===== src/rtl/bf_pkg.sv =====
// Shared opcodes, FSM state codes and default widths
// for the Brainfuck interpreter core.
package bf_pkg;

    localparam int DEF_ADDR_W  = 9;
    localparam int DEF_DATA_W  = 8;
    localparam int DEF_DEPTH_W = 9;

    localparam logic [7:0] OP_INC        = 8'h2B;
    localparam logic [7:0] OP_DEC        = 8'h2D;
    localparam logic [7:0] OP_RIGHT      = 8'h3E;
    localparam logic [7:0] OP_LEFT       = 8'h3C;
    localparam logic [7:0] OP_OUT        = 8'h2E;
    localparam logic [7:0] OP_IN         = 8'h2C;
    localparam logic [7:0] OP_LOOP_OPEN  = 8'h5B;
    localparam logic [7:0] OP_LOOP_CLOSE = 8'h5D;
    localparam logic [7:0] OP_NUL        = 8'h00;

    // Encodings double as the debug probe value.
    typedef enum logic [3:0] {
        ST_LOAD         = 4'd1,
        ST_FETCH        = 4'd2,
        ST_EXEC         = 4'd3,
        ST_WAIT         = 4'd4,
        ST_IN_WAIT      = 4'd5,
        ST_SCAN_F_FETCH = 4'd6,
        ST_SCAN_F       = 4'd7,
        ST_SCAN_B_FETCH = 4'd8,
        ST_SCAN_B       = 4'd9,
        ST_HALT         = 4'd10
    } state_t;

endpackage


===== src/rtl/bf_interp_core_if.sv =====
// Bus bundle: code ROM, tape RAM and byte I/O.
// master = interpreter core, slave = memories / serial block.
interface bf_interp_core_if #(
    parameter int ADDR_W = 9,
    parameter int DATA_W = 8
);
    logic [DATA_W-1:0] code_out;
    logic [ADDR_W-1:0] addr_code;
    logic [DATA_W-1:0] data_in;
    logic [ADDR_W-1:0] addr_array;
    logic [DATA_W-1:0] dataOut_array;
    logic              write_rq;
    logic              receivingChar;
    logic [DATA_W-1:0] receivedChar;
    logic              sendingChar;
    logic [DATA_W-1:0] sendedChar;

    modport master (
        input  code_out, data_in,
        input  receivingChar, receivedChar,
        output addr_code, addr_array,
        output dataOut_array, write_rq,
        output sendingChar, sendedChar
    );

    modport slave (
        output code_out, data_in,
        output receivingChar, receivedChar,
        input  addr_code, addr_array,
        input  dataOut_array, write_rq,
        input  sendingChar, sendedChar
    );
endinterface


===== src/rtl/bf_interp_core.sv =====
// Brainfuck execution engine: ROM fetch, tape RAM, byte I/O.
// Define BF_HALT_ON_NUL_EN to make opcode 0x00 halt the core.
module bf_interp_core
    import bf_pkg::*;
#(
    parameter int ADDR_W  = DEF_ADDR_W,
    parameter int DATA_W  = DEF_DATA_W,
    parameter int DEPTH_W = DEF_DEPTH_W
) (
    input  logic             clk,
    input  logic             reset,
    bf_interp_core_if.master bus,
    output logic [3:0]       probe
);

    state_t              state_q, state_d;
    logic [ADDR_W-1:0]   pc_q, pc_d;
    logic [ADDR_W-1:0]   ptr_q, ptr_d;
    logic [DATA_W-1:0]   cell_q, cell_d;
    logic [DEPTH_W-1:0]  depth_q, depth_d;
    logic [DEPTH_W-1:0]  depth_nx;
    logic [DATA_W-1:0]   snd_q, snd_d;
    logic [DATA_W-1:0]   op;
    logic                send;

    assign op             = bus.code_out;
    assign bus.addr_code  = pc_q;
    assign bus.addr_array = ptr_q;
    assign probe          = 4'(state_q);

    // The output byte is live during the pulse and held afterwards.
    assign bus.sendingChar = send;
    assign bus.sendedChar  = send ? cell_q : snd_q;

    // Architectural state register.
    always_ff @(posedge clk) begin
        if (reset) begin
            state_q <= ST_WAIT;
            pc_q    <= '0;
            ptr_q   <= '0;
            cell_q  <= '0;
            depth_q <= '0;
            snd_q   <= '0;
        end else begin
            state_q <= state_d;
            pc_q    <= pc_d;
            ptr_q   <= ptr_d;
            cell_q  <= cell_d;
            depth_q <= depth_d;
            snd_q   <= snd_d;
        end
    end

    // Next-state decode and single-cycle strobes.
    always_comb begin
        state_d           = state_q;
        pc_d              = pc_q;
        ptr_d             = ptr_q;
        cell_d            = cell_q;
        depth_d           = depth_q;
        snd_d             = snd_q;
        depth_nx          = depth_q;
        send              = 1'b0;
        bus.write_rq      = 1'b0;
        bus.dataOut_array = '0;
        case (state_q)
            ST_WAIT:  state_d = ST_LOAD;
            ST_LOAD: begin
                cell_d  = bus.data_in;
                state_d = ST_FETCH;
            end
            ST_FETCH: state_d = ST_EXEC;
            ST_EXEC: begin
                pc_d    = pc_q + 1'b1;
                state_d = ST_FETCH;
                case (op)
                    OP_INC, OP_DEC: begin
                        cell_d = (op == OP_INC) ? cell_q + 1'b1
                                                : cell_q - 1'b1;
                        bus.write_rq      = 1'b1;
                        bus.dataOut_array = cell_d;
                    end
                    OP_RIGHT: begin
                        ptr_d   = ptr_q + 1'b1;
                        state_d = ST_WAIT;
                    end
                    OP_LEFT: begin
                        ptr_d   = ptr_q - 1'b1;
                        state_d = ST_WAIT;
                    end
                    OP_OUT: begin
                        send  = 1'b1;
                        snd_d = cell_q;
                    end
                    OP_IN: begin
                        pc_d    = pc_q;
                        state_d = ST_IN_WAIT;
                    end
                    OP_LOOP_OPEN: begin
                        if (cell_q == '0) begin
                            depth_d = DEPTH_W'(1);
                            state_d = ST_SCAN_F_FETCH;
                        end
                    end
                    OP_LOOP_CLOSE: begin
                        if (cell_q != '0) begin
                            depth_d = DEPTH_W'(1);
                            pc_d    = pc_q - 1'b1;
                            state_d = ST_SCAN_B_FETCH;
                        end
                    end
`ifdef BF_HALT_ON_NUL_EN
                    OP_NUL: begin
                        pc_d    = pc_q;
                        state_d = ST_HALT;
                    end
`endif
                    default: ;
                endcase
            end
            ST_IN_WAIT: begin
                if (bus.receivingChar) begin
                    cell_d            = bus.receivedChar;
                    bus.write_rq      = 1'b1;
                    bus.dataOut_array = bus.receivedChar;
                    pc_d              = pc_q + 1'b1;
                    state_d           = ST_FETCH;
                end
            end
            ST_SCAN_F_FETCH: state_d = ST_SCAN_F;
            ST_SCAN_F: begin
                if (op == OP_LOOP_OPEN)
                    depth_nx = depth_q + 1'b1;
                else if (op == OP_LOOP_CLOSE)
                    depth_nx = depth_q - 1'b1;
                depth_d = depth_nx;
                pc_d    = pc_q + 1'b1;
                state_d = (depth_nx == '0) ? ST_FETCH
                                           : ST_SCAN_F_FETCH;
`ifdef BF_HALT_ON_NUL_EN
                if (op == OP_NUL) begin
                    depth_d = depth_q;
                    pc_d    = pc_q;
                    state_d = ST_HALT;
                end
`endif
            end
            ST_SCAN_B_FETCH: state_d = ST_SCAN_B;
            ST_SCAN_B: begin
                if (op == OP_LOOP_CLOSE)
                    depth_nx = depth_q + 1'b1;
                else if (op == OP_LOOP_OPEN)
                    depth_nx = depth_q - 1'b1;
                depth_d = depth_nx;
                if (depth_nx == '0) begin
                    pc_d    = pc_q + 1'b1;
                    state_d = ST_FETCH;
                end else begin
                    pc_d    = pc_q - 1'b1;
                    state_d = ST_SCAN_B_FETCH;
                end
`ifdef BF_HALT_ON_NUL_EN
                if (op == OP_NUL) begin
                    depth_d = depth_q;
                    pc_d    = pc_q;
                    state_d = ST_HALT;
                end
`endif
            end
            ST_HALT: ;
            default: state_d = ST_WAIT;
        endcase
    end

endmodule


===== src/flat_wrapper.sv =====
// flat-port wrapper written by rule: the top's interface ports become plain ports
module bf_interp_core_flat import bf_pkg::*;
#(
    parameter int ADDR_W  = DEF_ADDR_W,
    parameter int DATA_W  = DEF_DATA_W,
    parameter int DEPTH_W = DEF_DEPTH_W
)
  (clk, reset, probe, bus_code_out, bus_data_in, bus_receivingChar, bus_receivedChar, bus_addr_code, bus_addr_array, bus_dataOut_array, bus_write_rq, bus_sendingChar, bus_sendedChar);
  bf_interp_core_if #(.ADDR_W(ADDR_W), .DATA_W(DATA_W)) bus_i ();
  input  logic clk;
  input  logic reset;
  output logic [3:0] probe;
  input wire logic [$bits(bus_i.code_out)-1:0] bus_code_out;
  input wire logic [$bits(bus_i.data_in)-1:0] bus_data_in;
  input wire logic [$bits(bus_i.receivingChar)-1:0] bus_receivingChar;
  input wire logic [$bits(bus_i.receivedChar)-1:0] bus_receivedChar;
  output wire logic [$bits(bus_i.addr_code)-1:0] bus_addr_code;
  output wire logic [$bits(bus_i.addr_array)-1:0] bus_addr_array;
  output wire logic [$bits(bus_i.dataOut_array)-1:0] bus_dataOut_array;
  output wire logic [$bits(bus_i.write_rq)-1:0] bus_write_rq;
  output wire logic [$bits(bus_i.sendingChar)-1:0] bus_sendingChar;
  output wire logic [$bits(bus_i.sendedChar)-1:0] bus_sendedChar;
  assign bus_i.code_out = bus_code_out;
  assign bus_i.data_in = bus_data_in;
  assign bus_i.receivingChar = bus_receivingChar;
  assign bus_i.receivedChar = bus_receivedChar;
  assign bus_addr_code = bus_i.addr_code;
  assign bus_addr_array = bus_i.addr_array;
  assign bus_dataOut_array = bus_i.dataOut_array;
  assign bus_write_rq = bus_i.write_rq;
  assign bus_sendingChar = bus_i.sendingChar;
  assign bus_sendedChar = bus_i.sendedChar;
  bf_interp_core #(.ADDR_W(ADDR_W), .DATA_W(DATA_W), .DEPTH_W(DEPTH_W)) u_core (.clk(clk), .reset(reset), .bus(bus_i), .probe(probe));
endmodule

===== config.mk =====
export PLATFORM = sky130hd
export DESIGN_NAME = bf_interp_core_flat
export DESIGN_NICKNAME = d
export VERILOG_FILES = /design/src/rtl/bf_pkg.sv /design/src/rtl/bf_interp_core_if.sv /design/src/rtl/bf_interp_core.sv /design/src/flat_wrapper.sv
export SDC_FILE = /design/constraint.sdc
export NUM_CORES = 1
export LEC_CHECK = 0
export ABC_AREA = 0
export BUFFER_PORTS_ARGS = -buffer_cell sky130_fd_sc_hd__buf_4
export CAP_MARGIN = 20
export CORE_ASPECT_RATIO = 2
export CORE_MARGIN = 2
export CORE_UTILIZATION = 30
export DETAILED_ROUTE_END_ITERATION = 16
export SYNTH_ARGS = -nofsm -noshare
export SYNTH_HDL_FRONTEND = slang
export SYNTH_SLANG_ARGS = --single-unit
export TNS_END_PERCENT = 20

===== constraint.sdc =====
create_clock -name clk -period 3.6 [get_ports clk]
set_clock_uncertainty 0.1 [all_clocks]
set_input_delay 0.18 -clock clk [delete_from_list [all_inputs] [get_ports clk]]
set_output_delay 0.18 -clock clk [all_outputs]
set_load 0.01 [all_outputs]

# Word level (Yosys, flattened, before mapping)

Cells that the tools add are included.

Bits in registers: 47
Output and inout bits: 40
Logic and storage cells: 91

Add/sub/neg operators: 8
Eq/ne operators: 24
Muxes and demuxes: 36
Bitwise logic cells: 1
Reduce and logical (&&, ||, !) cells: 16

Operator list:

| cell                                                                | count |
|---|---|
| 9-bit 2-to-1 mux                                                    | 11 |
| 9-bit case mux with 2 select lines                                  | 3 |
| 8-bit by 6-bit == test with 1-bit output (second input constant)    | 6 |
| 8-bit 2-to-1 mux                                                    | 6 |
| 4-bit case mux with 10 select lines                                 | 1 |
| 9-bit case mux with 4 select lines                                  | 1 |
| 9-bit by 1-bit adder with 9-bit output (second input constant)      | 3 |
| 9-bit case mux with 3 select lines                                  | 1 |
| 9-bit by 1-bit subtractor with 9-bit output (second input constant) | 3 |
| 8-bit case mux with 3 select lines                                  | 1 |
| 9-bit zero test                                                     | 2 |
| 4-bit by 3-bit == test with 1-bit output (second input constant)    | 4 |
| 8-bit by 7-bit == test with 1-bit output (second input constant)    | 2 |
| 4-bit case mux with 4 select lines                                  | 1 |
| 8-bit case mux with 2 select lines                                  | 1 |
| 4-bit == test (second input constant)                               | 3 |
| 4-bit 2-to-1 mux                                                    | 3 |
| 8-bit by 1-bit adder with 8-bit output (second input constant)      | 1 |
| 4-bit by 2-bit == test with 1-bit output (second input constant)    | 2 |
| 8-bit zero test                                                     | 1 |
| 8-bit nonzero test                                                  | 1 |
| 8-bit by 1-bit subtractor with 8-bit output (second input constant) | 1 |
| 3-bit 2-to-1 mux                                                    | 2 |
| 2-bit != test (second input constant)                               | 3 |
| 13 further kinds                                                    | 22 |

# Longest topological paths before layout

Depth in word-level cells: 7
Mapped depth: 15
Gate-level depth less buffers: 13

# Worst setup path before layout

No wires, ideal clock.

Path type: input -> output
Start point: in bus_code_out[1]
End point: out bus_dataOut_array[7]
Arrival: 2739 ps
Setup slack: 581 ps
Stages on the path: 15
Buffers on the path: 3
Cell sequence: buf_6 -> and4b_1 -> buf_6 -> clkbuf_1 -> nand2_1 -> ha_1 -> a21o_1 -> a21oi_1 -> o21bai_1 -> a21oi_1 -> o21bai_1 -> a21oi_1 -> xnor2_1 -> nor2_1 -> a22o_1

Cells in the longest elaborated chain, start to end: 4
Elaborated cells on any way between the ends: 6
Classes of those cells: eq/ne (2); mux (3); reduce/logical (1)

RTL lines:

| item                                                               | line                                       | text |
|---|---|---|
| from (decl)                                                        | flat_wrapper.sv:13                         | `input wire logic [$bits(bus_i.code_out)-1:0] bus_code_out;` |
| 8-bit by 6-bit == test with 1-bit output, on equally long branches | bf_interp_core.sv:76, bf_interp_core.sv:78 |  |
| 8-bit 2-to-1 mux / 2-bit OR reduction (equally long branches)      | bf_interp_core.sv:78, bf_interp_core.sv:76 |  |
| 8-bit 2-to-1 mux *                                                 | bf_interp_core.sv:76                       | `case (op)` |
| 8-bit case mux with 2 select lines *                               | bf_interp_core.sv:66                       | `case (state_q)` |
| to (decl)                                                          | flat_wrapper.sv:19                         | `output wire logic [$bits(bus_i.dataOut_array)-1:0] bus_dataOut_array;` |

Mark *: on every way between the ends. The rest lies on a longest branch, timed or not.

# Worst setup path in the final report

Start point: reg u_core.depth_q[1]
End point: reg u_core.pc_q[7], in the netlist u_core.bus.addr_code[7]

Cells in the longest elaborated chain, start to end: 7
Elaborated cells on any way between the ends: 8
Classes of those cells: add/sub (2); mux (5); reduce/logical (1)

RTL lines:

| item                                        | line                  | text |
|---|---|---|
| from (decl)                                 | bf_interp_core.sv:20  | `logic [DEPTH_W-1:0] depth_q, depth_d;` |
| from (signal assigned)                      | bf_interp_core.sv:49  | `depth_q <= depth_d;` |
| 9-bit by 1-bit subtractor with 9-bit output | bf_interp_core.sv:153 | `depth_nx = depth_q - 1'b1;` |
| 9-bit 2-to-1 mux                            | bf_interp_core.sv:152 | `else if (op == OP_LOOP_OPEN)` |
| 9-bit 2-to-1 mux *                          | bf_interp_core.sv:150 | `if (op == OP_LOOP_CLOSE)` |
| 9-bit 2-to-1 mux *                          | bf_interp_core.sv:66  |  |
| 9-bit zero test *                           | bf_interp_core.sv:155 | `if (depth_nx == '0) begin` |
| 9-bit 2-to-1 mux *                          | bf_interp_core.sv:155 |  |
| 9-bit case mux with 4 select lines *        | bf_interp_core.sv:66  |  |
| to (signal assigned)                        | bf_interp_core.sv:46  | `pc_q <= pc_d;` |
| to (decl)                                   | bf_interp_core.sv:17  | `logic [ADDR_W-1:0] pc_q, pc_d;` |

Mark *: on every way between the ends. The rest lies on a longest branch, timed or not. The select of a mux whose other input is x is not followed.
A chain may end at the register's enable or synchronous reset.

==> flow_metrics.env <==
export IMPL_status="finished, final reports clean"
export IMPL_clk_latency_ps=290
export IMPL_synth_avg_cell_area_um2=7.63
export IMPL_p_sw_uw=469
export IMPL_finalNetCount=613
export IMPL_totalWireLength_um=11600
export IMPL_portBuffers=66
export IMPL_powerDensity_nw_per_um2=316
export IMPL_critical_path_max_stage_delay_ps=570
export IMPL_drc=0
export IMPL_worst_path_buf_inv=0
export IMPL_p_sw_frac=0.315
export IMPL_antenna_found_initial=0
export IMPL_ys_async_sr_fraction=0
export IMPL_combPwrFrac=0.272
export IMPL_num_antenna_cells=0
export IMPL_cp_cell_sequence="ha_1 > nand2_1 > or2_2 > a221oi_2 > xor2_1 > or4_4 > o21ai_4 > and4_1 > nor2_1 > mux2_1"
export IMPL_vdd_drop_max_mv=0.319
export IMPL_p_int_mw=1.02
export IMPL_path_delay_family="simple AND/OR/NAND/NOR gates"
export IMPL_htreeDepth=2
export IMPL_ant_nets=0
export IMPL_finalCritPeriodShare=0.941
export IMPL_rr_worst_depth=10
export IMPL_path_max_fanout=12
export IMPL_final_max_slew_viol_count=0
export IMPL_hold_violations=0
export IMPL_synth_most_common_cell="nor2_1"
export IMPL_overflow=0
export IMPL_synthToLayoutAreaGrowth_pct=21.1
export IMPL_synth_nets=557
export IMPL_via_count=4008
export IMPL_fmax_ghz=0.295
export IMPL_cp_slowest_cell="or4_4"
export IMPL_cts_hold_buf=0
export IMPL_grt_pass1_wl_um=18800
export IMPL_yosys_area_top_type="dfxtp_1"
export IMPL_cts_root_buffer="clkbuf_16"
export IMPL_num_io_pins=67
export IMPL_synth_cell_area_um2=3900
export IMPL_hpwl_um=8500
export IMPL_routed_via_density=5.57
export IMPL_place_area_um2=4560
export IMPL_layout_drive_gt1_share=0.208
export IMPL_synth_edff_count=0
export IMPL_cts_sinks=47
export IMPL_die_width_um=84.6
export IMPL_grt_max_degree=49
export IMPL_cts_tree="yes"
export IMPL_fin_cells=720
export IMPL_r2r_start="u_core.depth_q[1]"
export IMPL_gp_congestion=0.846
export IMPL_clk_path_buf_depth=2
export IMPL_yosysWarnings=0
export IMPL_start_kind="register"
export IMPL_relSlewSlack=0.522
export IMPL_fin_tns_setup_ps=0
export IMPL_synth_top_flop_cell="dfxtp_1"
export IMPL_clkPwrFrac=0.334
export IMPL_cp_endpoint="u_core.bus.addr_code[7]"
export IMPL_ys_seq_elements=47
export IMPL_clkSlewWorstSetupHoldPaths_ps=70
export IMPL_p_total_mw=1.49
export IMPL_hold_class="in -> reg"
export IMPL_yosysUniqueCellTypes=74
export IMPL_drtIter0Drc=288
export IMPL_die_h_um=165
export IMPL_rsz0062_at_grt="no"
export IMPL_detail_route_first_pass_iterations=5
export IMPL_post_cts_setup_buffers=0
export IMPL_p_leak_nw=1.96
export IMPL_coreArea_um2=12800
export IMPL_initial_core_util=0.304
export IMPL_holdPathStages=3
export IMPL_cts_made_buffers=5
export IMPL_design_area_um2=4720
export IMPL_worst_pin_slew_ps=711
export IMPL_ys_seq_area_frac=0.241
export IMPL_seq_power_share=0.394
export IMPL_track_usage=0.162
export IMPL_crit_start="u_core.depth_q[1]"
export IMPL_reg2reg_to="u_core.bus.addr_code[7]"
export IMPL_dp_cells=712
export IMPL_cts_resized=0
export IMPL_rrSetupSlack_ps=210
export IMPL_cp_required_ps=3670
export IMPL_netlist_instances=511
export IMPL_cp_end_kind="register"
export IMPL_cp_depth=10
export IMPL_maxCapViolations=0
export IMPL_num_rows=59
export IMPL_die_area_um2=14000
export IMPL_synth_top_cell_area_share=0.241
export IMPL_min_period_ps=3390
export IMPL_synthTopCellsByArea="dfxtp_1, nor2_1, ha_1"
export IMPL_arrival_ps=3460
export IMPL_finalSetupViolations=0
export IMPL_wl_per_cell_um=16.1
export IMPL_synthTopCellsByCount="nor2_1, nand2_1, dfxtp_1"
export IMPL_critical_path_class="reg -> reg"
export IMPL_first_global_vias=3705
==> metrics by stage <==
| stage | util | hold WS [ps] | setup slack [ps] |
|---|---|---|---|
| 3_3_place_gp | 0.355 | 364 | 283 |
| 5_1_grt | 0.368 | 76.5 | 24.3 |
| 2_1_floorplan | - | 239 | 581 |
| 3_5_place_dp | 0.355 | 371 | 254 |
| 6_report | 0.368 | 71.0 | 211 |
| 4_1_cts | 0.368 | 65.2 | 226 |
==> registers in the layout, summed over array words and instances (netlist names) <==
| register | cells |
|---|---|
| u_core.snd_q | 8 |
| u_core.bus.addr_array | 9 |
| u_core.cell_q | 8 |
| u_core.depth_q | 9 |
| u_core.probe | 4 |
| u_core.bus.addr_code | 9 |
==> how the worst min path moves through the flow <==
stage | from | endpoint | slack [ps]
after detailed placement | u_core.bus.addr_array[3] | u_core.bus.addr_array[3] | 370
after CTS | bus_data_in[2] | u_core.cell_q[2] | 70
final | bus_data_in[2] | u_core.cell_q[2] | 70
after global routing | bus_data_in[2] | u_core.cell_q[2] | 80
after floorplan | bus_data_in[2] | u_core.cell_q[2] | 240
after global placement | bus_data_in[2] | u_core.cell_q[2] | 360
==> area by class of cell <==
| class | count | area [um^2] |
|---|---|---|
| Multi-Input combinational cell | 411 | 2740 |
| Tap cell | 152 | 190 |
| Fill cell | 1356 | 8120 |
| Timing Repair Buffer | 84 | 631 |
| Sequential cell | 47 | 941 |
| Inverter | 18 | 67.6 |
| Clock buffer | 8 | 156 |
==> power groups by stage <==
stage,Combinational (mW),Sequential [mW],Clock (mW)
final,0.405,0.587,0.498
after global routing,0.447,0.592,0.530
after CTS,0.403,0.586,0.516
after detailed placement,0.400,0.598,0
after global placement,0.398,0.596,0
after floorplan,0.286,0.579,0
==> cell usage in the layout (no fill, tap or decap), types with 3 or more instances in the layout <==
| master | instances |
|---|---|
| xnor2_1 | 14 |
| nor4_1 | 3 |
| ha_1 | 17 |
| inv_1 | 18 |
| mux2_2 | 8 |
| a311oi_1 | 4 |
| a211oi_1 | 5 |
| nor2_1 | 64 |
| nand2b_1 | 3 |
| nor4b_1 | 3 |
| nand3_1 | 13 |
| o21ai_0 | 27 |
| clkbuf_16 | 5 |
| dfxtp_1 | 47 |
| mux2i_1 | 11 |
| a31oi_1 | 5 |
| xor2_1 | 9 |
| o21bai_1 | 4 |
| a21oi_1 | 37 |
| o31ai_1 | 3 |
| o22ai_1 | 6 |
| buf_4 | 84 |
| nand2_1 | 52 |
| a21o_1 | 4 |
| a22oi_1 | 10 |
| nor2b_1 | 13 |
| o211ai_1 | 4 |
| a22o_1 | 5 |
| and2_1 | 6 |
| a221oi_1 | 7 |
| nand4_1 | 3 |
| nor3_1 | 14 |
==> metal layers <==
metal	GRT usage	vias up	wire length, um
met5	0	-	0
met4	0.0281	0	125
met3	0.0353	11	799
met2	0.267	139	5440
met1	0.219	1876	5200
li1	-	1982	-
==> logic make-up (layout without fill, tap and decap cells) <==
family	Yosys count	count (layout)	synth area share
buffers and inverters	53	110	0.0587
XOR/XNOR	23	23	0.0517
multiplexers	20	20	0.0542
AO/OA/AOI/OAI	147	147	0.263
adder cells (fa/ha/maj)	19	19	0.0648
flip-flops	47	47	0.241
AND/OR/NAND/NOR	202	202	0.266
==> tightest hold or removal path, cell delays in order <==
cell	delay [ps]
buf_4	110
nand2_1	50
a311oi_1	70
No activity file was read; power rests on OpenSTA's default activity.
